### src/rtl/uart_pkg.sv
// Shared UART types and constants.
// Used by the receive path now and by a future transmit path.
package uart_pkg;

   typedef enum logic [2:0] {
      IDLE,
      START,
      DATA,
      PARITY,
      STOP
   } rx_state_e;

   localparam int OVERSAMPLE_DEF = 16;
   localparam int MID_SAMPLE     = OVERSAMPLE_DEF / 2 - 1;

   // Tick count at which the start bit is re-checked (mid bit).
   function automatic int mid_sample(input int os);
      return os / 2 - 1;
   endfunction

endpackage

### src/rtl/uart_sync_2ff.sv
// Two-flop synchroniser for an asynchronous single-bit input.
// The reset value is a parameter so idle-high lines reset to 1.
module uart_sync_2ff #(
   parameter logic RESET_VAL = 1'b1
) (
   input  logic clk,
   input  logic rst_n,
   input  logic d,
   output logic q
);

   logic meta;

   // Two back-to-back flops; only q is used downstream.
   always_ff @(posedge clk or negedge rst_n) begin
      if (!rst_n) begin
         meta <= RESET_VAL;
         q    <= RESET_VAL;
      end else begin
         meta <= d;
         q    <= meta;
      end
   end

endmodule

### src/rtl/uart_rx.sv
// UART receive engine with 16x oversampling and per-frame error flags.
// Delivers bytes on a valid/ready handshake; overrun drops the new frame.
module uart_rx
   import uart_pkg::*;
#(
   parameter int DATA_WIDTH = 8,
   parameter int OVERSAMPLE = OVERSAMPLE_DEF
) (
   input  logic                  clk,
   input  logic                  rst_n,
   input  logic                  rx_tick,
   input  logic                  rx_i,
   input  logic                  cfg_parity_en,
   input  logic                  cfg_parity_odd,
   input  logic                  cfg_stop2,
   output logic [DATA_WIDTH-1:0] rx_data,
   output logic                  rx_valid,
   input  logic                  rx_ready,
   output logic                  parity_err,
   output logic                  frame_err,
   output logic                  overrun_err,
   output logic                  rx_busy
);

   localparam int CW = $clog2(OVERSAMPLE);
   localparam int BW = $clog2(DATA_WIDTH + 1);

   localparam logic [CW-1:0] LAST_CNT = CW'(OVERSAMPLE - 1);
   localparam logic [CW-1:0] MID_CNT  = CW'(mid_sample(OVERSAMPLE));
   localparam logic [BW-1:0] LAST_BIT = BW'(DATA_WIDTH - 1);

   logic                  rx_s;
   rx_state_e             state_q, state_d;
   logic [CW-1:0]         cnt_q, cnt_d;
   logic [BW-1:0]         bit_q, bit_d;
   logic [DATA_WIDTH-1:0] shift_q, shift_d;
   logic                  armed_q, armed_d;
   logic                  stop_q, stop_d;
   logic                  perr_q, perr_d;
   logic                  ferr_q, ferr_d;
   logic                  done;

   uart_sync_2ff #(
      .RESET_VAL(1'b1)
   ) u_sync (
      .clk  (clk),
      .rst_n(rst_n),
      .d    (rx_i),
      .q    (rx_s)
   );

   assign rx_busy = (state_q != IDLE);

   // Frame FSM state and datapath registers.
   always_ff @(posedge clk or negedge rst_n) begin
      if (!rst_n) begin
         state_q <= IDLE;
         cnt_q   <= '0;
         bit_q   <= '0;
         shift_q <= '0;
         armed_q <= 1'b0;
         stop_q  <= 1'b0;
         perr_q  <= 1'b0;
         ferr_q  <= 1'b0;
      end else begin
         state_q <= state_d;
         cnt_q   <= cnt_d;
         bit_q   <= bit_d;
         shift_q <= shift_d;
         armed_q <= armed_d;
         stop_q  <= stop_d;
         perr_q  <= perr_d;
         ferr_q  <= ferr_d;
      end
   end

   // Next-state logic; everything advances only on rx_tick.
   always_comb begin
      state_d = state_q;
      cnt_d   = cnt_q;
      bit_d   = bit_q;
      shift_d = shift_q;
      armed_d = armed_q;
      stop_d  = stop_q;
      perr_d  = perr_q;
      ferr_d  = ferr_q;
      done    = 1'b0;
      if (rx_tick) begin
         unique case (state_q)
            IDLE: begin
               if (!armed_q) begin
                  armed_d = rx_s;
               end else if (!rx_s) begin
                  state_d = START;
                  cnt_d   = '0;
                  armed_d = 1'b0;
               end
            end
            START: begin
               if (cnt_q == MID_CNT) begin
                  if (!rx_s) begin
                     state_d = DATA;
                     cnt_d   = '0;
                     bit_d   = '0;
                     perr_d  = 1'b0;
                     ferr_d  = 1'b0;
                     stop_d  = 1'b0;
                  end else begin
                     state_d = IDLE;
                  end
               end else begin
                  cnt_d = cnt_q + 1'b1;
               end
            end
            DATA: begin
               if (cnt_q == LAST_CNT) begin
                  cnt_d   = '0;
                  shift_d = {rx_s, shift_q[DATA_WIDTH-1:1]};
                  if (bit_q == LAST_BIT) begin
                     state_d = cfg_parity_en ? PARITY : STOP;
                  end else begin
                     bit_d = bit_q + 1'b1;
                  end
               end else begin
                  cnt_d = cnt_q + 1'b1;
               end
            end
            PARITY: begin
               if (cnt_q == LAST_CNT) begin
                  cnt_d   = '0;
                  perr_d  = ((^shift_q) ^ rx_s) != cfg_parity_odd;
                  state_d = STOP;
               end else begin
                  cnt_d = cnt_q + 1'b1;
               end
            end
            STOP: begin
               if (cnt_q == LAST_CNT) begin
                  cnt_d  = '0;
                  ferr_d = ferr_q | ~rx_s;
                  if (cfg_stop2 && !stop_q) begin
                     stop_d = 1'b1;
                  end else begin
                     state_d = IDLE;
                     done    = 1'b1;
                  end
               end else begin
                  cnt_d = cnt_q + 1'b1;
               end
            end
            default: state_d = IDLE;
         endcase
      end
   end

   // Output holding register: a same-cycle accept frees the slot first.
   always_ff @(posedge clk or negedge rst_n) begin
      if (!rst_n) begin
         rx_data     <= '0;
         rx_valid    <= 1'b0;
         parity_err  <= 1'b0;
         frame_err   <= 1'b0;
         overrun_err <= 1'b0;
      end else begin
         overrun_err <= 1'b0;
         if (done) begin
            if (rx_valid && !rx_ready) begin
               overrun_err <= 1'b1;
            end else begin
               rx_data    <= shift_q;
               parity_err <= perr_q;
               frame_err  <= ferr_d;
               rx_valid   <= 1'b1;
            end
         end else if (rx_valid && rx_ready) begin
            rx_valid <= 1'b0;
         end
      end
   end

endmodule
### config.mk
export PLATFORM = sky130hd
export DESIGN_NAME = uart_rx
export DESIGN_NICKNAME = d
export VERILOG_FILES = /design/src/rtl/uart_pkg.sv /design/src/rtl/uart_sync_2ff.sv /design/src/rtl/uart_rx.sv
export SDC_FILE = /design/constraint.sdc
export NUM_CORES = 1
export LEC_CHECK = 0
export CAP_MARGIN = 5
export CORE_MARGIN = 4
export CORE_UTILIZATION = 35
export CTS_CLUSTER_DIAMETER = 200
export DETAILED_ROUTE_END_ITERATION = 10
export PLACE_DENSITY = 0.54
export SYNTH_ARGS = -nofsm -noshare
export SYNTH_HDL_FRONTEND = slang
export SYNTH_SLANG_ARGS = --single-unit
export TNS_END_PERCENT = 50
### constraint.sdc
create_clock -name clk -period 3.75 [get_ports clk]
set_clock_uncertainty 0.1 [all_clocks]
set_input_delay 0.75 -clock clk [delete_from_list [all_inputs] [get_ports clk]]
set_output_delay 0.75 -clock clk [all_outputs]
set_load 0.01 [all_outputs]
Yosys cells after proc, flatten, opt, wreduce, memory -nomap -nowiden --
Cells that the tools add are included.
Storage, ports and cells: output and inout port bits 13, logic and storage cells 108, bits in registers 37, input bits 8
Cells by class: reductions and logical operators 23, $add $sub $neg 2, bitwise operators 4, equal/unequal tests 20, muxes and demuxes 44
Operators by type and width (number):
- $mux 4 | 8
- $mux 3 | 9
- $ne 2x2->1 const B | 12
- $mux 1 | 20
- $pmux 3 s5 | 1
- $pmux 4 s3 | 1
- $reduce_and 6->1 | 2
- $reduce_and 9->1 | 1
- $add 4x1->4 const B | 2
- $eq 4x3->1 const B | 2
- $pmux 4 s2 | 1
- $reduce_bool 2->1 | 4
- $reduce_xor 8->1 | 1
- $eq 3x2->1 const B | 2
- $pmux 1 s2 | 3
- $reduce_and 2->1 | 3
- $reduce_and 3->1 | 2
- $reduce_bool 3->1 | 2
- $reduce_and 5->1 | 1
- $eq 4x4->1 const B | 1
- $eq 3x1->1 const B | 1
- $eq 3x3->1 const B | 1
- $logic_and 1x1->1 | 3
- $logic_not 3->1 | 1
- 7 further kinds | 9

Logic depth before layout (Yosys ltp) --
Gate-level depths: netlist of run 1.
word-level depth 8, depth in mapped cells 6, gate-level depth less buffers 5

By module --
Synthesis of run 1 repeated with hierarchy kept, for this count alone.
Second synthesis, totals: cell total of the unflattened synthesis 158, area total of the unflattened synthesis 1816.7 um2
By module, submodules not included:
- uart_rx | instances 1, cells an instance 156, area an instance 1764.2 um2, sequential area each 875.8 um2
- uart_sync_2ff | instances 1, cells an instance 2, area an instance 52.6 um2, sequential area each 52.6 um2

Worst setup path after synthesis of run 1 --
Ideal clock, no wire load.
kind input -> register, start point input port rx_tick, end point register frame_err, buffers on the path 1, data arrival time 1.806 ns, data required time 3.525 ns, path slack 1.719 ns, cell stages on the path 5, cell sequence nand4_1 a211o_1 nor2b_4 buf_12 mux2_4
On the way: longest elaborated chain between the ends 2
Ends and longest elaborated chain:
- start, declared | RTL line uart_rx.sv:11 | input logic rx_tick,
- $mux 1 | RTL line uart_rx.sv:88 | if (rx_tick) begin
- $reduce_and 2->1 (no line)
- end signal, assigned | RTL line uart_rx.sv:172 | frame_err <= ferr_d;
- end, declared | RTL line uart_rx.sv:20 | output logic frame_err,
Parallel ways exist; a longest one is shown, timed or not. A chain may end at the register's enable or synchronous reset.

Final worst setup path of run 1 --
start point register state_q[0], end point output port rx_busy
On the way: longest elaborated chain between the ends 1
Ends and longest elaborated chain:
- start, declared | RTL line uart_rx.sv:33 | rx_state_e state_q, state_d;
- start signal, assigned | RTL line uart_rx.sv:66 | state_q <= state_d;
- $reduce_bool 3->1 | RTL line uart_rx.sv:52 | assign rx_busy = (state_q != IDLE);
- end, declared | RTL line uart_rx.sv:22 | output logic rx_busy
No other way between the ends.

==> results of run 1 <==
[critical path, delay by kind of cell (launching register included)]
family	cells	cell delay (ns)
AND/OR/NAND/NOR	1	0.39
buffers and inverters	2	0.55
flip-flops	1	0.58
[placed cells by master, fill, tap and decap left out, types with 4 or more instances in the layout]
cell type         n
nor2_1            8
inv_1             5
nand3_1           4
xnor2_1           6
mux2_1            4
mux2_4           10
mux2_2            7
clkbuf_8          6
o31ai_1           4
o21ai_1           4
dfrtp_1          35
nor2b_1           4
nand2_1           5
clkdlybuf4s50_1  20
o21ai_0           6
[synth_stat cells, types with 2 or more instances]
library cell / instances
nand2_1: 5
nor3_1: 2
o21ai_0: 6
xnor2_1: 6
buf_2: 4
a211oi_1: 2
nor2b_1: 4
a211o_1: 2
nand3_1: 4
a221o_1: 2
a31oi_1: 2
o31ai_1: 4
and2_1: 2
ha_1: 2
or3b_1: 2
nand4_1: 2
mux2_1: 4
nor3b_1: 2
inv_1: 5
mux2_2: 7
dfstp_2: 2
mux2_4: 10
a22oi_1: 2
dfrtp_1: 35
nand3b_1: 2
nor2_1: 8
a22o_1: 2
o41ai_1: 2
nand2b_1: 2
o21ai_1: 4
[final timing paths]
| kind | end |
|---|---|
| min reg2reg | u_sync.q |
| min in group asynchronous | rx_data[5] |
| max in group asynchronous | u_sync.meta |
| min | u_sync.q |
| max | rx_busy |
| max reg2reg | rx_data[2] |
[power groups by stage]
| stage | clock [µW] | sequential (µW) | combinational (µW) |
|---|---|---|---|
| floorplan | 0 | 497 | 286 |
| global placement | 0 | 546 | 309 |
| detailed placement | 0 | 553 | 320 |
| CTS | 369 | 545 | 321 |
| global route | 396 | 559 | 358 |
| finish | 361 | 546 | 317 |
[cells by family (layout without fill, tap and decap cells)]
group                    Yosys count  after routing  synth area share
AND/OR/NAND/NOR                   46             46             0.149
AO/OA/AOI/OAI                     38             38             0.143
flip-flops                        37             37             0.473
multiplexers                      22             22             0.145
buffers and inverters             12             35            0.0357
XOR/XNOR                           8              8            0.0427
adder cells (fa/ha/maj)            2              2            0.0127
[cell type report]
class / instances / area (µm²) / area share
Multi-Input combinational cell: 116 / 966 / 0.413
Inverter: 5 / 18.8 / 0.00803
Clock buffer: 6 / 82.6 / 0.0353
Clock inverter: 2 / 37.5 / 0.0161
Timing Repair Buffer: 22 / 215 / 0.0920
Sequential cell: 37 / 928 / 0.397
Tap cell: 72 / 90.1 / 0.0385
[metrics by stage]
stage | instances | worst slack [ns] | hold WS [ns]
after floorplan | 165 | 1.72 | 0.245
final | 260 | 1.11 | 0.258
after global placement | 252 | 0.902 | 0.247
after detailed placement | 252 | 0.816 | 0.250
after CTS | 260 | 1.09 | 0.261
after global routing | 260 | 0.965 | 0.263
[state kept, by name, summed over array words and instances, names as in the netlist, 3 cells and up]
| name | count |
|---|---|
| bit_q | 4 |
| shift_q | 8 |
| cnt_q | 4 |
| rx_data | 8 |
| state_q | 3 |
[metal layers]
layer / share of wire / wire, µm / vias up
met3: 0.034 / 128 / 5
met1: 0.49 / 1840 / 671
met2: 0.47 / 1760 / 18
li1: - / - / 666
met5: 0 / 0 / -
met4: 0.013 / 48 / 0
==> metrics.log, run 1 <==
[metrics] outcome: finished, final reports clean
[metrics] sort of element at the end of the critical path: primary output
[metrics] Post-synth EDFFs: 0
[metrics] routing usage on met1: 0.156
[metrics] largest area contributor in the netlist: dfrtp_1
[metrics] detailed-route wire length: 3770 µm
[metrics] CTS buffer count: 5
[metrics] cell depth of the worst flop-to-flop path: 4
[metrics] remaining number of nets flagged by the antenna check after routing: 0
[metrics] power share of the combinational group: 0.259
[metrics] later-pin clock latency in the skew report: 0.29 ns
[metrics] pin count of the biggest net entering global routing: 24
[metrics] via count of the first global-routing pass: 1,410
[metrics] total half-perimeter wirelength after legalization and detailed placement: 2810 µm
[metrics] ys async rst share: 1.00
[metrics] Die Height: 82.9 µm
[metrics] CP peak stage delay: 0.58 ns
[metrics] number of setup violations in the final report: 0
[metrics] via density per instance: 5.23
[metrics] data arrival time at the worst-slack endpoint: 1.79 ns
[metrics] worst voltage drop across the vdd grid: 0.231 mV
[metrics] vias after detailed routing: 1,360
[metrics] DR pass1 iterations: 4
[metrics] max-cap violation count: 0
[metrics] final instance area: 2340 µm²
[metrics] Max Clk Rate: 378 MHz
[metrics] CTS tree: yes
[metrics] Area Overhead vs Synth: 19.0%
[metrics] overall power after layout: 1220 µW
[metrics] Iteration-0 DRC Markers: 114
[metrics] clock sink count: 37
[metrics] min-delay src: u_sync.meta
[metrics] fraction of met3 tracks used by global routing: 0.0357
[metrics] share of total power consumed by net switching: 0.324
[metrics] required time of the critical path: 2.90 ns
[metrics] number of buffers inserted by hold repair at cts: 0
[metrics] Synth top area share: 0.446
[metrics] floorplan die area: 6870 µm²
[metrics] wire length of the first global-routing pass: 6750 µm
[metrics] routing layer with the top usage in global route: met2
[metrics] Initial Utilization: 0.359
[metrics] Antenna diodes: 0
[metrics] number of storage elements in the synthesis netlist: 37
[metrics] depth of the CTS H-tree: 2
[metrics] Critical Path Slowest Stage Cell: dfrtp_1
[metrics] synth top area cells: dfrtp_1 (45%), mux2_4 (7.6%), mux2_2 (4.0%)
[metrics] number of ports placed on the die boundary: 21
[metrics] Setup crit start kind: flop
[metrics] sequential share of power: 0.446
[metrics] GRT overflow: 0
[metrics] fin util: 0.427
[metrics] Port Buffer Count: 20
[metrics] overall routing resource usage: 0.118
[metrics] critical path cell sequence: nor3_1 > inv_1 > clkdlybuf4s50_1
[metrics] number of synthesis warnings: 0
[metrics] Clk pwr share: 0.295
[metrics] leading register cell type out of synthesis: dfrtp_1
[metrics] number of design rule violations left after detail routing: 0
[metrics] biggest fanout along the worst timing path: 20
[metrics] cell depth of the worst min-delay path: 0
[metrics] final net count: 197
[metrics] critical path start-end classification: flop to primary output
[metrics] Power per Cell Area: 523 nW/µm²
[metrics] Unique masters post-synth: 57
[metrics] setup_tns: 0 ns
[metrics] count of buffers added by post-CTS timing repair for setup: 0
[metrics] Worst R2R Setup Slack: 1.29 ns
[metrics] mapped cell area: 1960 µm²
[metrics] RSZ-0062 raised after global routing: false
[metrics] number of placement rows: 27
[metrics] count of fill cells added during filler insertion: 529
[metrics] average wire length per cell after detail routing: 14.5 µm
[metrics] Placed Area: 2220 µm²
[metrics] Clk pin slew, worst setup/hold paths: 0.07 ns
[metrics] maximum number of buffers from clock root to sink: 2
[metrics] horizontal extent of the die: 82.9 µm
[metrics] fraction of layout instances using a drive strength above 1: 0.181
[metrics] core outline area: 5470 µm²
[metrics] net switching power: 397 µW
[metrics] Int Pwr: 827 µW
[metrics] min Tclk post-route: 2.64 ns
[metrics] gp weighted congestion: 0.813
[metrics] GRT met2 Usage: 0.186
[metrics] worst max-slew margin expressed relative to the limit: 0.334
[metrics] root buffer cell: clkbuf_8
[metrics] share of synthesized area occupied by flip-flops and latches: 0.473
[metrics] leakage power of the design: 0.00102 µW
[metrics] launching element of the worst setup path: state_q[0]
[metrics] final period utilization: 0.705
[metrics] Cells after Synth: 165
[metrics] min-delay worst type: flop to flop
[metrics] Synthesized Nets: 175
[metrics] worst r2r src: state_q[2]
[metrics] mean area per synthesized cell: 11.9 µm²
[metrics] Final Hold Vio Count: 0
[metrics] slew of the pin with the lowest slew margin: 0.996 ns
[metrics] number of antenna violations at the first check in global routing: 0
[metrics] Max Slew Vio Count: 0
[metrics] Resize count post-CTS: 0
Note: power is estimated with default switching activity, not from simulation.
==> run 2, diff against run 1 <==
--- a/config.mk
+++ b/config.mk
@@ -10,7 +10,7 @@
 export CORE_UTILIZATION = 35
 export CTS_CLUSTER_DIAMETER = 200
 export DETAILED_ROUTE_END_ITERATION = 10
-export PLACE_DENSITY = 0.54
+export PLACE_DENSITY = 0.56
 export SYNTH_ARGS = -nofsm -noshare
 export SYNTH_HDL_FRONTEND = slang
 export SYNTH_SLANG_ARGS = --single-unit
==> constraint.sdc (replaced) <==
create_clock -name clk -period 2.2 [get_ports clk]
set_clock_uncertainty 0.1 [all_clocks]
set_input_delay 0.44 -clock clk [delete_from_list [all_inputs] [get_ports clk]]
set_output_delay 0.44 -clock clk [all_outputs]
set_load 0.01 [all_outputs]
==> metrics.log, run 2 (synthesis gave the netlist of run 1 again) <==
[metrics] remaining number of nets flagged by the antenna check after routing: 0 (unchanged)
[metrics] data arrival time at the worst-slack endpoint: 2.17 ns (was 1.79 ns)
[metrics] horizontal extent of the die: 82.9 µm (unchanged)
[metrics] critical path start-end classification: flop to flop (was flop to primary output)
[metrics] CTS buffer count: 5 (unchanged)
[metrics] Hold Crit Endpoint: u_sync.q (unchanged)
[metrics] required time of the critical path: 2.27 ns (was 2.90 ns)
[metrics] root buffer cell: clkbuf_8 (unchanged)
[metrics] outcome: finished, final reports clean (unchanged)
[metrics] pin count of the biggest net entering global routing: 38 (was 24)
[metrics] number of buffers inserted by hold repair at cts: 0 (unchanged)
[metrics] Antenna diodes: 0 (unchanged)
[metrics] cell depth of the worst min-delay path: 0 (unchanged)
[metrics] Area Overhead vs Synth: 23.4% (was 19.0%)
[metrics] worst max-slew margin expressed relative to the limit: 0.691 (was 0.334)
[metrics] Setup crit start kind: flop (unchanged)
[metrics] vias after detailed routing: 1,415 (was 1,360)
[metrics] detailed-route wire length: 3930 µm (was 3770 µm)
[metrics] RSZ-0062 raised after global routing: false (unchanged)
[metrics] Critical Path Slowest Stage Cell: dfrtp_1 (unchanged)
[metrics] min-delay worst type: flop to flop (unchanged)
[metrics] cell depth of the worst flop-to-flop path: 5 (was 4)
[metrics] Worst R2R Setup Slack: 0.10 ns (was 1.29 ns)
[metrics] via density per instance: 5.28 (was 5.23)
[metrics] depth of the CTS H-tree: 2 (unchanged)
[metrics] worst voltage drop across the vdd grid: 0.488 mV (was 0.231 mV)
[metrics] biggest fanout along the worst timing path: 10 (was 20)
[metrics] count of buffers added by post-CTS timing repair for setup: 0 (unchanged)
[metrics] GRT overflow: 0 (unchanged)
[metrics] clock sink count: 37 (unchanged)
[metrics] core outline area: 5470 µm² (unchanged)
[metrics] worst r2r src: state_q[1] (was state_q[2])
[metrics] Die Height: 82.9 µm (unchanged)
[metrics] gp weighted congestion: 0.794 (was 0.813)
[metrics] max-cap violation count: 0 (unchanged)
[metrics] overall power after layout: 2160 µW (was 1220 µW)
[metrics] family with the most delay on the worst path: simple AND/OR/NAND/NOR gates (was flip-flops)
[metrics] total half-perimeter wirelength after legalization and detailed placement: 2870 µm (was 2810 µm)
[metrics] min-delay src: u_sync.meta (unchanged)
[metrics] final net count: 205 (was 197)
[metrics] Clk pin slew, worst setup/hold paths: 0.08 ns (was 0.07 ns)
[metrics] number of ports placed on the die boundary: 21 (unchanged)
[metrics] DR pass1 iterations: 4 (unchanged)
[metrics] slew of the pin with the lowest slew margin: 0.463 ns (was 0.996 ns)
[metrics] Initial Utilization: 0.359 (unchanged)
[metrics] fraction of layout instances using a drive strength above 1: 0.219 (was 0.181)
[metrics] wire length of the first global-routing pass: 6930 µm (was 6750 µm)
[metrics] most frequent standard cell in the layout excluding fill and tap cells: dfrtp_1 (unchanged)
[metrics] largest registers: rx_data: 8 flops, shift_q: 8 flops (unchanged)
[metrics] min Tclk post-route: 2.10 ns
[metrics] number of placement rows: 27 (unchanged)
[metrics] CP peak stage delay: 0.50 ns (was 0.58 ns)
[metrics] final period utilization: 0.954
[metrics] maximum number of buffers from clock root to sink: 2 (unchanged)
[metrics] later-pin clock latency in the skew report: 0.28 ns (was 0.29 ns)
[metrics] Worst Path Buf+Inv: 1 (was 2)
[metrics] Max Slew Vio Count: 0 (unchanged)
[metrics] Power per Cell Area: 890 nW/µm² (was 523 nW/µm²)
[metrics] sort of element at the end of the critical path: flop (was primary output)
[metrics] floorplan die area: 6870 µm² (unchanged)
[metrics] number of setup violations in the final report: 0 (unchanged)
[metrics] number of design rule violations left after detail routing: 0 (unchanged)
[metrics] worst flop-to-flop path endpoint: rx_data[0] (was rx_data[2])
[metrics] CTS tree: yes (unchanged)
[metrics] fin worst setup slack: 0.101 ns (was 1.11 ns)
[metrics] commonest cells after routing, fill and taps aside: dfrtp_1 (35), clkdlybuf4s50_1 (19), mux2_4 (10), buf_4 (9), nor2_1 (8) (was dfrtp_1 (35), clkdlybuf4s50_1 (20), mux2_4 (10), nor2_1 (8), mux2_2 (7))
[metrics] worst slack, placed: -0.00909 ns (was 0.816 ns)
[metrics] Port Buffer Count: 20 (unchanged)
[metrics] number of antenna violations at the first check in global routing: 0 (unchanged)
[metrics] overall routing resource usage: 0.122 (was 0.118)
[metrics] via count of the first global-routing pass: 1,428 (was 1,410)
[metrics] leakage power of the design: 0.00107 µW (was 0.00102 µW)
[metrics] Max Clk Rate: 476 MHz
[metrics] Iteration-0 DRC Markers: 86 (was 114)
[metrics] Final Hold Vio Count: 0 (unchanged)
[metrics] critical path cell sequence: or3b_4 > a211o_1 > nor2b_4 > buf_12 > mux2_4 (was nor3_1 > inv_1 > clkdlybuf4s50_1)
[metrics] Resize count post-CTS: 1 (was 0)
[metrics] average wire length per cell after detail routing: 14.6 µm (was 14.5 µm)
[metrics] count of fill cells added during filler insertion: 535 (was 529)
==> run 2: changes by cell type in the layout (fill, tap and decap cells not counted) <==
cell and change:
buf_12 +1, clkdlybuf4s50_1 -1, dlymetal6s2s_1 +1, nor3_4 +1, buf_4 +7, nor3_1 -1
==> run 2: cell type report <==
class / instances / area [µm²] / share of cell area
Tap cell: 72 / 90.1 / 0.0372
Inverter: 5 / 18.8 / 0.00774
Timing Repair Buffer: 30 / 290 / 0.120
Multi-Input combinational cell: 116 / 977 / 0.403
Sequential cell: 37 / 928 / 0.383
Clock buffer: 6 / 82.6 / 0.0341
Clock inverter: 2 / 37.5 / 0.0155
==> run 2: where the power goes <==
group	internal (µW)	switching [µW]	total, µW
combinational	314	344	658
sequential	774	109	883
clock	369	249	618
total	1460	702	2160
==> run 2: worst max path at each step <==
stage               slack (ns)  depth (start not counted)       start          to
detailed placement      -0.009                          6     rx_tick  rx_data[2]
global route              0.01                          5  state_q[1]    bit_q[3]
finish                    0.10                          5  state_q[1]  rx_data[0]
global placement          0.02                          6     rx_tick  rx_data[5]
floorplan                 0.26                          6  state_q[2]   frame_err
CTS                      0.008                          4  state_q[0]     rx_busy
==> run 2: metrics by stage <==
stage	util	cell area, µm²	TNS [ns]	std cells	hold WS, ns
CTS	0.441	2420	0	268	0.263
finish	0.443	2420	0	268	0.260
detailed placement	0.419	2290	-0.0603	260	0.252
global placement	0.419	2290	0	260	0.246
global route	0.443	2420	0	268	0.265
floorplan	-	1960	0	165	0.0444
==> run 2: routing by layer <==
metal | track usage | vias up | part of all wire | routed length, µm
met2 | 0.194 | 20 | 0.49 | 1930
met5 | 0 | - | 0 | 0
met1 | 0.161 | 715 | 0.47 | 1860
li1 | - | 675 | - | -
met4 | 0.0371 | 0 | 0.013 | 50
met3 | 0.0327 | 5 | 0.023 | 89
==> run 3, diff against run 2 <==
--- a/config.mk
+++ b/config.mk
@@ -10,6 +10,7 @@
 export CORE_UTILIZATION = 35
 export CTS_CLUSTER_DIAMETER = 200
 export DETAILED_ROUTE_END_ITERATION = 10
+export GPL_ROUTABILITY_DRIVEN = 0
 export PLACE_DENSITY = 0.56
 export SYNTH_ARGS = -nofsm -noshare
 export SYNTH_HDL_FRONTEND = slang
==> metrics.log, run 3 (synthesis gave the netlist of run 1 again) <==
[metrics] final net count: 204 (was 205)
[metrics] clock sink count: 37 (unchanged)
[metrics] wire length of the first global-routing pass: 6800 µm (was 6930 µm)
[metrics] worst flop-to-flop path endpoint: rx_data[0] (unchanged)
[metrics] root buffer cell: clkbuf_8 (unchanged)
[metrics] worst voltage drop across the vdd grid: 0.428 mV (was 0.488 mV)
[metrics] leakage power of the design: 0.00107 µW (about the same)
[metrics] final period utilization: 0.955 (was 0.954)
[metrics] number of ports placed on the die boundary: 21 (unchanged)
[metrics] number of setup violations in the final report: 0 (unchanged)
[metrics] Resize count post-CTS: 0 (was 1)
[metrics] number of design rule violations left after detail routing: 0 (unchanged)
[metrics] overall routing resource usage: 0.121 (was 0.122)
[metrics] critical path start-end classification: flop to flop (unchanged)
[metrics] fraction of layout instances using a drive strength above 1: 0.215 (was 0.219)
[metrics] Final Hold Vio Count: 0 (unchanged)
[metrics] DR pass1 iterations: 5 (was 4)
[metrics] Initial Utilization: 0.359 (unchanged)
[metrics] number of placement rows: 27 (unchanged)
[metrics] core outline area: 5470 µm² (unchanged)
[metrics] commonest cells after routing, fill and taps aside: dfrtp_1 (35), clkdlybuf4s50_1 (20), mux2_4 (10), nor2_1 (8), buf_4 (8) (was dfrtp_1 (35), clkdlybuf4s50_1 (19), mux2_4 (10), buf_4 (9), nor2_1 (8))
[metrics] CP peak stage delay: 0.50 ns (about the same)
[metrics] required time of the critical path: 2.27 ns (about the same)
[metrics] Antenna diodes: 0 (unchanged)
[metrics] number of buffers inserted by hold repair at cts: 0 (unchanged)
[metrics] horizontal extent of the die: 82.9 µm (unchanged)
[metrics] critical path cell sequence: or3b_4 > a211o_1 > nor2b_4 > buf_12 > mux2_4 (unchanged)
[metrics] largest registers: rx_data: 8 flops, shift_q: 8 flops (unchanged)
[metrics] later-pin clock latency in the skew report: 0.29 ns (was 0.28 ns)
[metrics] Max Clk Rate: 476 MHz (about the same)
[metrics] pin count of the biggest net entering global routing: 38 (unchanged)
[metrics] total half-perimeter wirelength after legalization and detailed placement: 2860 µm (was 2870 µm)
[metrics] via density per instance: 5.18 (was 5.28)
[metrics] worst max-slew margin expressed relative to the limit: 0.696 (was 0.691)
[metrics] Worst R2R Setup Slack: 0.1 ns (was 0.10 ns)
[metrics] floorplan die area: 6870 µm² (unchanged)
[metrics] min-delay worst type: flop to flop (unchanged)
[metrics] cell depth of the worst flop-to-flop path: 5 (unchanged)
[metrics] Clk pin slew, worst setup/hold paths: 0.08 ns (about the same)
[metrics] average wire length per cell after detail routing: 14.6 µm (about the same)
[metrics] worst slack, placed: -0.0192 ns (was -0.00909 ns)
[metrics] final instance area: 2430 µm² (was 2420 µm²)
[metrics] GRT overflow: 0 (unchanged)
[metrics] worst r2r src: state_q[2] (was state_q[1])
[metrics] Power per Cell Area: 923 nW/µm² (was 890 nW/µm²)
[metrics] Max Slew Vio Count: 0 (unchanged)
[metrics] CTS buffer count: 5 (unchanged)
[metrics] fin util: 0.444 (was 0.443)
[metrics] min-delay src: u_sync.meta (unchanged)
[metrics] outcome: finished, final reports clean (unchanged)
[metrics] number of antenna violations at the first check in global routing: 0 (unchanged)
[metrics] most frequent standard cell in the layout excluding fill and tap cells: dfrtp_1 (unchanged)
[metrics] via count of the first global-routing pass: 1,404 (was 1,428)
[metrics] cell depth of the worst min-delay path: 0 (unchanged)
[metrics] vias after detailed routing: 1,384 (was 1,415)
[metrics] Critical Path Slowest Stage Cell: dfrtp_1 (unchanged)
[metrics] depth of the CTS H-tree: 2 (unchanged)
[metrics] Die Height: 82.9 µm (unchanged)
[metrics] remaining number of nets flagged by the antenna check after routing: 0 (unchanged)
[metrics] max-cap violation count: 0 (unchanged)
[metrics] Area Overhead vs Synth: 23.8% (was 23.4%)
[metrics] Setup crit start kind: flop (unchanged)
[metrics] biggest fanout along the worst timing path: 10 (unchanged)
[metrics] min Tclk post-route: 2.10 ns (about the same)
[metrics] slew of the pin with the lowest slew margin: 0.457 ns (was 0.463 ns)
[metrics] Hold Crit Endpoint: u_sync.q (unchanged)
[metrics] Iteration-0 DRC Markers: 69 (was 86)
[metrics] sort of element at the end of the critical path: flop (unchanged)
[metrics] maximum number of buffers from clock root to sink: 2 (unchanged)
[metrics] RSZ-0062 raised after global routing: false (unchanged)
[metrics] fin worst setup slack: 0.0997 ns (was 0.101 ns)
[metrics] Placed Area: 2280 µm² (was 2290 µm²)
[metrics] data arrival time at the worst-slack endpoint: 2.17 ns (about the same)
[metrics] count of buffers added by post-CTS timing repair for setup: 0 (unchanged)
[metrics] Port Buffer Count: 20 (unchanged)
[metrics] CTS tree: yes (unchanged)
[metrics] detailed-route wire length: 3910 µm (was 3930 µm)
[run 3: cell count changes in the layout (fill, tap and decap cells not counted)]
| cell | previous run | this run |
|---|---|---|
| buf_4 | 9 | 8 |
| bufinv_16 | 1 | 2 |
| clkbuf_8 | 6 | 5 |
| clkdlybuf4s50_1 | 19 | 20 |
| clkinvlp_4 | 1 | 0 |
| dlymetal6s2s_1 | 1 | 0 |
| inv_6 | 0 | 1 |
[run 3: metrics by stage]
step,instances,power (µW),setup TNS (ns),hold slack (ns)
floorplan,165,1330,0,0.0444
global placement,259,1490,0,0.246
detailed placement,259,1520,-0.0911,0.247
CTS,267,2240,0,0.258
global route,267,2390,0,0.266
finish,267,2250,0,0.257
[run 3: layout make-up]
class                      count  area (µm²)
clock buffer                   5        68.8
clock inverter                 3        68.8
fill                         520        3040
inverter                       5        18.8
multi-input combinational    116         977
sequential                    37         928
tap                           72        90.1
timing repair buffer          29         280
[run 3: where the power goes]
group / internal, µW / total (µW) / switching [µW]
registers: 774 / 884 / 110
clock network: 457 / 713 / 256
logic: 307 / 649 / 342
total: 1540 / 2250 / 708
[run 3: worst max path at each step]
stage	from	endpoint	slack [ns]	cells after the start
3_3_place_gp	rx_tick	rx_data[1]	0.02	6
5_1_grt	state_q[1]	rx_busy	0.03	3
2_1_floorplan	state_q[2]	frame_err	0.26	6
6_report	state_q[2]	rx_data[0]	0.1	5
4_1_cts	state_q[1]	rx_busy	0.009	3
3_5_place_dp	rx_tick	rx_data[4]	-0.02	6
[run 3: critical path, delay by kind of cell (launching register included)]
kind	cells	cell delay (ns)
and+or+nand+nor	2	0.59
DFF	1	0.50
AOI/OAI and AO/OA	1	0.33
muxes	1	0.30
buffers and inverters	1	0.15
[run 3: layer usage]
| layer | vias to the layer above | wire [µm] | track usage |
|---|---|---|---|
| li1 | 670 | - | - |
| met2 | 21 | 1930 | 0.190 |
| met5 | - | 0 | 0 |
| met1 | 691 | 1810 | 0.162 |
| met4 | 0 | 34 | 0.0357 |
| met3 | 2 | 127 | 0.0337 |
